--- config.mk ---
export PLATFORM = sky130hd
export DESIGN_NAME = aes_block_uart_tx
export DESIGN_NICKNAME = d
export VERILOG_FILES = /design/src/rtl/aes_uart_pkg.sv /design/src/rtl/uart_byte_tx.sv /design/src/rtl/aes_block_uart_tx.sv
export SDC_FILE = /design/constraint.sdc
export NUM_CORES = 1
export LEC_CHECK = 0
export CAP_MARGIN = 15
export CORE_AREA = 5 5 123 125
export CTS_BUF_LIST = sky130_fd_sc_hd__clkbuf_16
export DETAILED_ROUTE_END_ITERATION = 8
export DIE_AREA = 0 0 128 130
export PLACE_DENSITY = 0.82
export SLEW_MARGIN = 5
export SYNTH_ARGS = -nofsm -noshare
export SYNTH_HDL_FRONTEND = slang
export SYNTH_HIERARCHICAL = 1
export SYNTH_SLANG_ARGS = --single-unit
--- constraint.sdc ---
create_clock -name clk -period 8.7 [get_ports clk]
set_input_delay 0.87 -clock clk [delete_from_list [all_inputs] [get_ports clk]]
set_output_delay 0.87 -clock clk [all_outputs]
set_load 0.01 [all_outputs]
--- src/rtl/aes_uart_pkg.sv ---
// Shared constants and the UART frame state type for the AES ciphertext UART transmitter.
package aes_uart_pkg;

  localparam int AES_BLOCK_W          = 128;
  localparam int UART_BYTE_W          = 8;
  localparam int CLKS_PER_BIT_DEFAULT = 868;

  typedef enum logic [2:0] {
    IDLE,
    START,
    DATA,
    PARITY,
    STOP
  } uart_state_e;

endpackage

--- src/rtl/uart_byte_tx.sv ---
// Single-byte UART serializer: start/data(LSB first)/stop, with optional even parity (UART_PARITY_EN).
// A start request seen in the last stop-bit cycle chains straight into the next frame.
module uart_byte_tx
  import aes_uart_pkg::*;
#(
  parameter int CLKS_PER_BIT = CLKS_PER_BIT_DEFAULT
) (
  input  logic                   clk,
  input  logic                   rst_n,
  input  logic                   start_i,
  input  logic [UART_BYTE_W-1:0] data_i,
  output logic                   ack_o,
  output logic                   tx_o
);

  localparam int BAUD_W = $clog2(CLKS_PER_BIT);
  localparam int BIT_W  = $clog2(UART_BYTE_W);
  localparam logic [BAUD_W-1:0] BAUD_LAST = BAUD_W'(CLKS_PER_BIT - 1);
  localparam logic [BIT_W-1:0]  BIT_LAST  = BIT_W'(UART_BYTE_W - 1);

  uart_state_e            state_q, state_d;
  logic [BAUD_W-1:0]      baud_q, baud_d;
  logic [BIT_W-1:0]       bit_q, bit_d;
  logic [UART_BYTE_W-1:0] data_q, data_d;
  logic                   tx_q, tx_d;
  logic                   bit_end;

  assign bit_end = (baud_q == BAUD_LAST);
  assign tx_o    = tx_q;

  always_ff @(posedge clk or negedge rst_n) begin
    if (!rst_n) begin
      state_q <= IDLE;
      baud_q  <= '0;
      bit_q   <= '0;
      data_q  <= '0;
      tx_q    <= 1'b1;
    end else begin
      state_q <= state_d;
      baud_q  <= baud_d;
      bit_q   <= bit_d;
      data_q  <= data_d;
      tx_q    <= tx_d;
    end
  end

  always_comb begin
    state_d = state_q;
    baud_d  = baud_q;
    bit_d   = bit_q;
    data_d  = data_q;
    ack_o   = 1'b0;
    if (state_q != IDLE) begin
      baud_d = bit_end ? '0 : baud_q + 1'b1;
    end
    case (state_q)
      IDLE: begin
        if (start_i) begin
          state_d = START;
          data_d  = data_i;
          baud_d  = '0;
          bit_d   = '0;
        end
      end
      START: begin
        if (bit_end) state_d = DATA;
      end
      DATA: begin
        if (bit_end) begin
          if (bit_q == BIT_LAST) begin
`ifdef UART_PARITY_EN
            state_d = PARITY;
`else
            state_d = STOP;
`endif
            bit_d = '0;
          end else begin
            bit_d = bit_q + 1'b1;
          end
        end
      end
`ifdef UART_PARITY_EN
      PARITY: begin
        if (bit_end) state_d = STOP;
      end
`endif
      STOP: begin
        if (bit_end) begin
          ack_o = 1'b1;
          if (start_i) begin
            state_d = START;
            data_d  = data_i;
            bit_d   = '0;
          end else begin
            state_d = IDLE;
          end
        end
      end
      default: state_d = IDLE;
    endcase
  end

  // The line level is derived from the next state so tx leaves a flop, glitch-free.
  always_comb begin
    case (state_d)
      START:   tx_d = 1'b0;
      DATA:    tx_d = data_d[bit_d];
`ifdef UART_PARITY_EN
      PARITY:  tx_d = ^data_d;
`endif
      default: tx_d = 1'b1;
    endcase
  end

endmodule

--- src/rtl/aes_block_uart_tx.sv ---
// Sends one AES ciphertext block as NUM_BYTES back-to-back UART frames, MSB byte first.
// Define UART_PARITY_EN for 8E1 frames; the default build is 8N1.
module aes_block_uart_tx
  import aes_uart_pkg::*;
#(
  parameter int CLKS_PER_BIT = CLKS_PER_BIT_DEFAULT,
  parameter int NUM_BYTES    = AES_BLOCK_W / UART_BYTE_W
) (
  input  logic                           clk,
  input  logic                           rst_n,
  input  logic                           blk_valid,
  input  logic [UART_BYTE_W*NUM_BYTES-1:0] blk_data,
  output logic                           blk_ready,
  output logic                           tx,
  output logic                           busy,
  output logic                           done
);

  localparam int BLK_W = UART_BYTE_W * NUM_BYTES;
  localparam int CNT_W = (NUM_BYTES > 1) ? $clog2(NUM_BYTES) : 1;
  localparam logic [CNT_W-1:0] CNT_LAST = CNT_W'(NUM_BYTES - 1);

  logic                   busy_q, busy_d;
  logic [CNT_W-1:0]       cnt_q, cnt_d;
  logic [BLK_W-1:0]       shift_q, shift_d;
  logic [BLK_W-1:0]       shifted;
  logic                   accept;
  logic                   last_byte;
  logic                   byte_start;
  logic [UART_BYTE_W-1:0] byte_data;
  logic                   byte_ack;

  assign shifted = shift_q << UART_BYTE_W;
  assign busy    = busy_q;

  always_ff @(posedge clk or negedge rst_n) begin
    if (!rst_n) begin
      busy_q  <= 1'b0;
      cnt_q   <= '0;
      shift_q <= '0;
    end else begin
      busy_q  <= busy_d;
      cnt_q   <= cnt_d;
      shift_q <= shift_d;
    end
  end

  // On each byte ack the next byte is handed over in the same cycle, so frames abut.
  always_comb begin
    busy_d     = busy_q;
    cnt_d      = cnt_q;
    shift_d    = shift_q;
    blk_ready  = ~busy_q;
    accept     = blk_valid && !busy_q;
    last_byte  = (cnt_q == CNT_LAST);
    done       = 1'b0;
    byte_start = 1'b0;
    byte_data  = shifted[BLK_W-1 -: UART_BYTE_W];
    if (accept) begin
      busy_d     = 1'b1;
      cnt_d      = '0;
      shift_d    = blk_data;
      byte_start = 1'b1;
      byte_data  = blk_data[BLK_W-1 -: UART_BYTE_W];
    end else if (busy_q && byte_ack) begin
      if (last_byte) begin
        done   = 1'b1;
        busy_d = 1'b0;
      end else begin
        cnt_d      = cnt_q + 1'b1;
        shift_d    = shifted;
        byte_start = 1'b1;
      end
    end
  end

  uart_byte_tx #(
    .CLKS_PER_BIT(CLKS_PER_BIT)
  ) u_byte_tx (
    .clk    (clk),
    .rst_n  (rst_n),
    .start_i(byte_start),
    .data_i (byte_data),
    .ack_o  (byte_ack),
    .tx_o   (tx)
  );

endmodule
Word level (Yosys, flattened, before mapping)
Cells that the tools add are included.

cells by class
  $add $sub $neg = 3
  $lt $le $gt $ge = 1
  equality and inequality tests = 9
  mux-type cells = 40
  bitwise operators = 1
  reduce and logical (&&, ||, !) cells = 9

operators with widths
  cell                     number
  $mux W120                3
  $mux W10                 4
  $mux W3                  9
  $mux W8                  3
  $pmux W8 S2              1
  $mux W1                  13
  $mux W4                  3
  $pmux W3 S4              1
  $add A10 B1 Y10 const B  1
  $eq A10 B10 Y1 const B   1
  $pmux W3 S3              1
  $eq A3 B1 Y1 const B     2
  $eq A3 B2 Y1 const B     2
  $eq A3 B3 Y1 const B     2
  $add A4 B1 Y4 const B    1
  $eq A4 B4 Y1 const B     1
  $lt A3 B4 Y1 const B     1
  $reduce_and A2 Y1        2
  $reduce_bool A2 Y1       2
  $add A3 B1 Y3 const B    1
  $bmux W1 S3              1
  $logic_not A3 Y1         1
  $reduce_bool A3 Y1       1
  $logic_and A1 B1 Y1      2
  other kinds (4)          4

word-level totals
  register bits after elaboration = 150
  input bits = 131
  output and inout bits = 4
  word-level logic and storage cells = 71

Depth between registers and ports, before layout
  depth in word-level cells = 12
  mapped depth = 17
  mapped depth without buffers = 15

By module
Netlist, hierarchy kept.

modules (own cells, without submodules)
  module             instances  cells each  area an instance (um2)  seq. area each (um2)
  aes_block_uart_tx  1          717         6,034.5                 3,128.0
  uart_byte_tx       1          138         1,447.6                 626.9

Least setup slack after synthesis
Ideal clock, no wire load.

  kind = flip-flop to flip-flop
  start = register u_byte_tx.baud_q[0]
  end = register u_byte_tx.tx_q (netlist: u_byte_tx/tx_o)
  library setup time = 0.077 ns
  arrival time = 3.119 ns
  required time = 8.623 ns
  slack = 5.504 ns
  cell stages (with the launch flop) = 16
  buffers on the path = 2
  clock period less this slack = 3.196 ns
  cells stage by stage = dfrtp_1 -> ha_1 -> nor3b_4 -> nand3_1 -> nor4_1 -> and2_1 -> buf_2 -> buf_4 -> nand2_1 -> nand2_1 -> o21ba_2 -> o2111ai_1 -> and2_2 -> a22o_2 -> or3_1 -> a31oi_1

on the way
  cells in the longest elaborated chain, start to end = 12
  elaborated cells between the ends (all ways) = 24
  those cells by class = eq/ne (3); mux (20); reduce/logical (1)

RTL lines
  element                            line                                    source
  start: declaration                 uart_byte_tx.sv:22                      logic [BAUD_W-1:0] baud_q, baud_d;
  start signal: assignment           uart_byte_tx.sv:40                      baud_q <= baud_d;
  $eq A10 B10 Y1 (*)                 uart_byte_tx.sv:28                      assign bit_end = (baud_q == BAUD_LAST);
  $mux W1 (*)                        uart_byte_tx.sv:88                      if (bit_end) begin
  $mux W1 (*)                        uart_byte_tx.sv:56                      case (state_q)
  named net byte_ack                 aes_block_uart_tx.sv:31                 logic byte_ack;
  $logic_and A1 B1 Y1 (*)            aes_block_uart_tx.sv:65                 end else if (busy_q && byte_ack) begin
  $mux W1 (*)                        aes_block_uart_tx.sv:65
  $mux W1 (*)                        aes_block_uart_tx.sv:59                 if (accept) begin
  named net byte_start               aes_block_uart_tx.sv:29                 logic byte_start;
  $mux W3 (*)                        uart_byte_tx.sv:58, uart_byte_tx.sv:90
  $mux W3                            uart_byte_tx.sv:88
  $pmux W3 S3 (*)                    uart_byte_tx.sv:56
  named net u_byte_tx.bit_d[2]       uart_byte_tx.sv:23                      logic [BIT_W-1:0] bit_q, bit_d;
  $bmux W1 S3 (*)                    uart_byte_tx.sv:107                     DATA: tx_d = data_d[bit_d];
  $mux W1 (not written as such) (*)  uart_byte_tx.sv:107
  $pmux W1 S2 (*)                    uart_byte_tx.sv:105                     case (state_d)
  named net u_byte_tx.tx_d           uart_byte_tx.sv:25                      logic tx_q, tx_d;
  end signal: assignment             uart_byte_tx.sv:43                      tx_q <= tx_d;
  end: declaration                   uart_byte_tx.sv:25

Mark *: on every way through the listed nets, which the timed path passes. The rest lies on a longest branch. The select of a mux whose other input is x is not followed.
A chain may end at the register's enable or synchronous reset.

Worst setup path in the final report
  start = register u_byte_tx.baud_q[0]
  end = output port done

on the way
  cells in the longest elaborated chain, start to end = 6

RTL lines
  element              line                     source
  $eq A10 B10 Y1       uart_byte_tx.sv:28
  $mux W1              uart_byte_tx.sv:88
  $mux W1              uart_byte_tx.sv:56
  named net byte_ack   aes_block_uart_tx.sv:31
  $logic_and A1 B1 Y1  aes_block_uart_tx.sv:65
  $mux W1              aes_block_uart_tx.sv:65
  $mux W1              aes_block_uart_tx.sv:59
  end: declaration     aes_block_uart_tx.sv:16  output logic done

The timed path passes the listed nets, and every way through them passes these cells.

==> impl_metrics.json <==
{
  "run_status": "completed",
  "worstPathRequired_ns": 7.83,
  "skew_ns": 0.007665,
  "setup_violations": 0,
  "htreeDepth": 4,
  "mostFrequentLayoutCell": "dfrtp_1",
  "grt_pass1_vias": 6468,
  "worst_slack_ns": 4.556,
  "cp_max_fo": 110,
  "ctsResizeCount": 0,
  "worstSetupPathType": "flip-flop to output port",
  "drive_above_1_share_pct": 6.660,
  "slew_violations": 0,
  "syn_nets": 990,
  "met3_wirelength_um": 1287,
  "synth-edff-count": 0,
  "fp.dieH_um": 130,
  "drtIter0Drc": 805,
  "wl_met1_um": 8937,
  "dieArea_um2": 16640,
  "slowest_stage": "clkdlybuf4s50_1",
  "start_util_pct": 54.32,
  "rows": 43,
  "instances_no_fill": 1126,
  "rsz0062_at_grt": "no",
  "routed.top_layer": "met4",
  "synthArstFlopShare_pct": 100.0,
  "grt_max_degree": 111,
  "crit_chain": "ha_1 > nor3b_4 > nand3_1 > nor4_1 > nand2_2 > buf_4 > nor2_1 > clkdlybuf4s50_1",
  "cts_buffers": 17,
  "hold_violations": 0,
  "path_buf_inv": 2,
  "post_dp_cell_area_um2": 8740,
  "drt_first_pass_iters": 5,
  "yosysUniqueCellTypes": 60,
  "fin_setup_tns_ns": 0,
  "hold_slack_ns": 0.4392,
  "cts_hold_repair.buffers": 0,
  "ys_seq_elements": 150,
  "tightest_slew_ns": 0.9782,
  "layout.cells.most_common_list": "dfrtp_1 (149), clkdlybuf4s50_1 (133), nand3_1 (122), nor2_1 (120), o21ai_0 (114)",
  "drc": 0,
  "fin_nets": 1069,
  "vias_per_cell": 6.088,
  "relSlewSlack_pct": 34.78,
  "cts_setup_buffers": 0,
  "crit_path_end_kind": "output port",
  "layout-area-overhead-vs-synth_pct": 24.10,
  "peakVddDrop_uv": 156.9,
  "fp.coreArea_um2": 13770,
  "max_cap_viol_count": 0,
  "place_hpwl_um": 12370,
  "powerDensity_nw_per_um2": 178.5,
  "die_w_um": 128,
  "power.total_mw": 1.658,
  "clock_sinks": 150,
  "place_ws_ns": 4.849,
  "antenna_found_initial": 0,
  "globalplace.congestion": 0.9165,
  "yosysSeqAreaShare_pct": 50.18,
  "dp.cells": 1095,
  "grt_pass1_wl_um": 31810,
  "ys.flop_type": "dfrtp_1",
  "root_buffer": "clkbuf_16",
  "io_buffer_count": 134,
  "period_share_pct": 47.63,
  "p_leak_nw": 3.614,
  "max-clock-path-buffers": 2,
  "insertedDiodeCount": 0,
  "cts.reportedPaths.clkPinSlew_ns": 0.06,
  "num_vias": 6855,
  "post-route-cell-area_um2": 9285,
  "route.met2.wl_um": 9365,
  "final_core_util_pct": 67.41,
  "wl_per_cell_um": 17.76,
  "worstPathArrival_ns": 3.27,
  "worstSetupStartpointType": "flip-flop",
  "cts_tree": "built",
  "min_period_ns": 4.144,
  "worst_hold_path_type": "input port to async pin",
  "syn_area_um2": 7482,
  "crit_path_max_incr_delay_ns": 0.57,
  "synth_area_per_cell_um2": 8.751,
  "fmax_ghz": 0.2413,
  "track_usage_pct": 23.71,
  "clk_latency_ns": 0.43,
  "cp_top_family": "simple AND/OR/NAND/NOR gates",
  "routed_wl_um": 20000,
  "overflow": 0,
  "yosys_warnings": 6,
  "num_io_pins": 135,
  "antenna_left": 0,
  "synthCells": 855
}
[kinds of logic after synthesis]
| kind of cell | Yosys count | share of synthesized area, % |
|---|---|---|
| flip-flops | 150 | 50.18 |
| buffers and inverters | 89 | 5.686 |
| adder cells (fa/ha/maj) | 4 | 0.6689 |
| AO/OA/AOI/OAI | 257 | 20.30 |
| XOR/XNOR | 8 | 0.9365 |
| AND/OR/NAND/NOR | 340 | 21.22 |
| multiplexers | 7 | 1.003 |
[cell usage after synthesis (3+ instances only)]
| library cell | instances | area [um2] |
|---|---|---|
| a21oi_1 | 6 | 30.03 |
| a31oi_1 | 106 | 663.1 |
| and3_1 | 3 | 18.77 |
| buf_1 | 3 | 11.26 |
| buf_2 | 19 | 95.09 |
| buf_4 | 7 | 52.55 |
| buf_6 | 4 | 45.04 |
| clkbuf_1 | 47 | 176.4 |
| dfrtp_1 | 149 | 3729 |
| ha_1 | 4 | 50.05 |
| inv_1 | 7 | 26.28 |
| mux2_2 | 4 | 45.04 |
| mux2i_1 | 3 | 30.03 |
| nand2_1 | 61 | 229.0 |
| nand2b_1 | 3 | 18.77 |
| nand3_1 | 123 | 615.6 |
| nor2_1 | 120 | 450.4 |
| nor3b_1 | 3 | 22.52 |
| o211ai_1 | 8 | 60.06 |
| o21ai_0 | 114 | 570.6 |
| xor2_1 | 7 | 61.31 |
[layer usage]
layer  up-vias  track usage (%)
li1       3234                -
met1      3306            33.77
met2       281            35.92
met3        34            5.444
met4         0            8.365
met5         -                0
[cell type report]
type	instances	area [um2]
clock buffers	17	425.4
fillers	1121	4488
inverters	7	26.28
well taps	180	225.2
flip-flops and latches	150	3755
repair buffers	142	1403
clock inverters	14	120.1
multi-input cells	616	3331
[flip-flops by register name, indices dropped and copies added, names as in the netlist]
name / count
shift_q: 120
u_byte_tx/baud_q: 10
u_byte_tx/data_q: 8
cnt_q: 4
u_byte_tx/bit_q: 3
u_byte_tx/state_q: 3
busy: 1
u_byte_tx/tx_o: 1
[where the power goes]
part           total, mW  switching [mW]  leakage, nW  internal [mW]
clock              0.694           0.282        0.277          0.412
combinational      0.162          0.0697         1.67         0.0918
sequential         0.802          0.0371         1.67          0.765
[worst reg2reg max path: stages (launching register included)]
cell and delay, ns:
dfrtp_1 0.39, ha_1 0.23, nor3b_4 0.27, nand3_1 0.25, nor4_1 0.41, and2_4 0.39
nand2_1 0.15, nand2_1 0.20, o21ba_2 0.21, o2111ai_1 0.18, and2_2 0.27, a22oi_2 0.26
inv_1 0.10, a211oi_1 0.20, o21ai_0 0.13, a31oi_1 0.19
[final timing paths]
check / cells after the start / from / slack [ns] / endpoint
hold / removal: 1 / rst_n / 0.44 / shift_q[4]
hold reg to reg: 1 / u_byte_tx/data_q[7] / 0.48 / u_byte_tx/data_q[7]
max in group asynchronous: 2 / rst_n / 6.83 / shift_q[74]
setup / recovery: 8 / u_byte_tx/baud_q[0] / 4.56 / done
setup reg to reg: 15 / u_byte_tx/baud_q[0] / 4.79 / u_byte_tx/tx_o
min in group clk: 1 / u_byte_tx/data_q[7] / 0.48 / u_byte_tx/data_q[7]
Power figures use the tool's default switching activity.
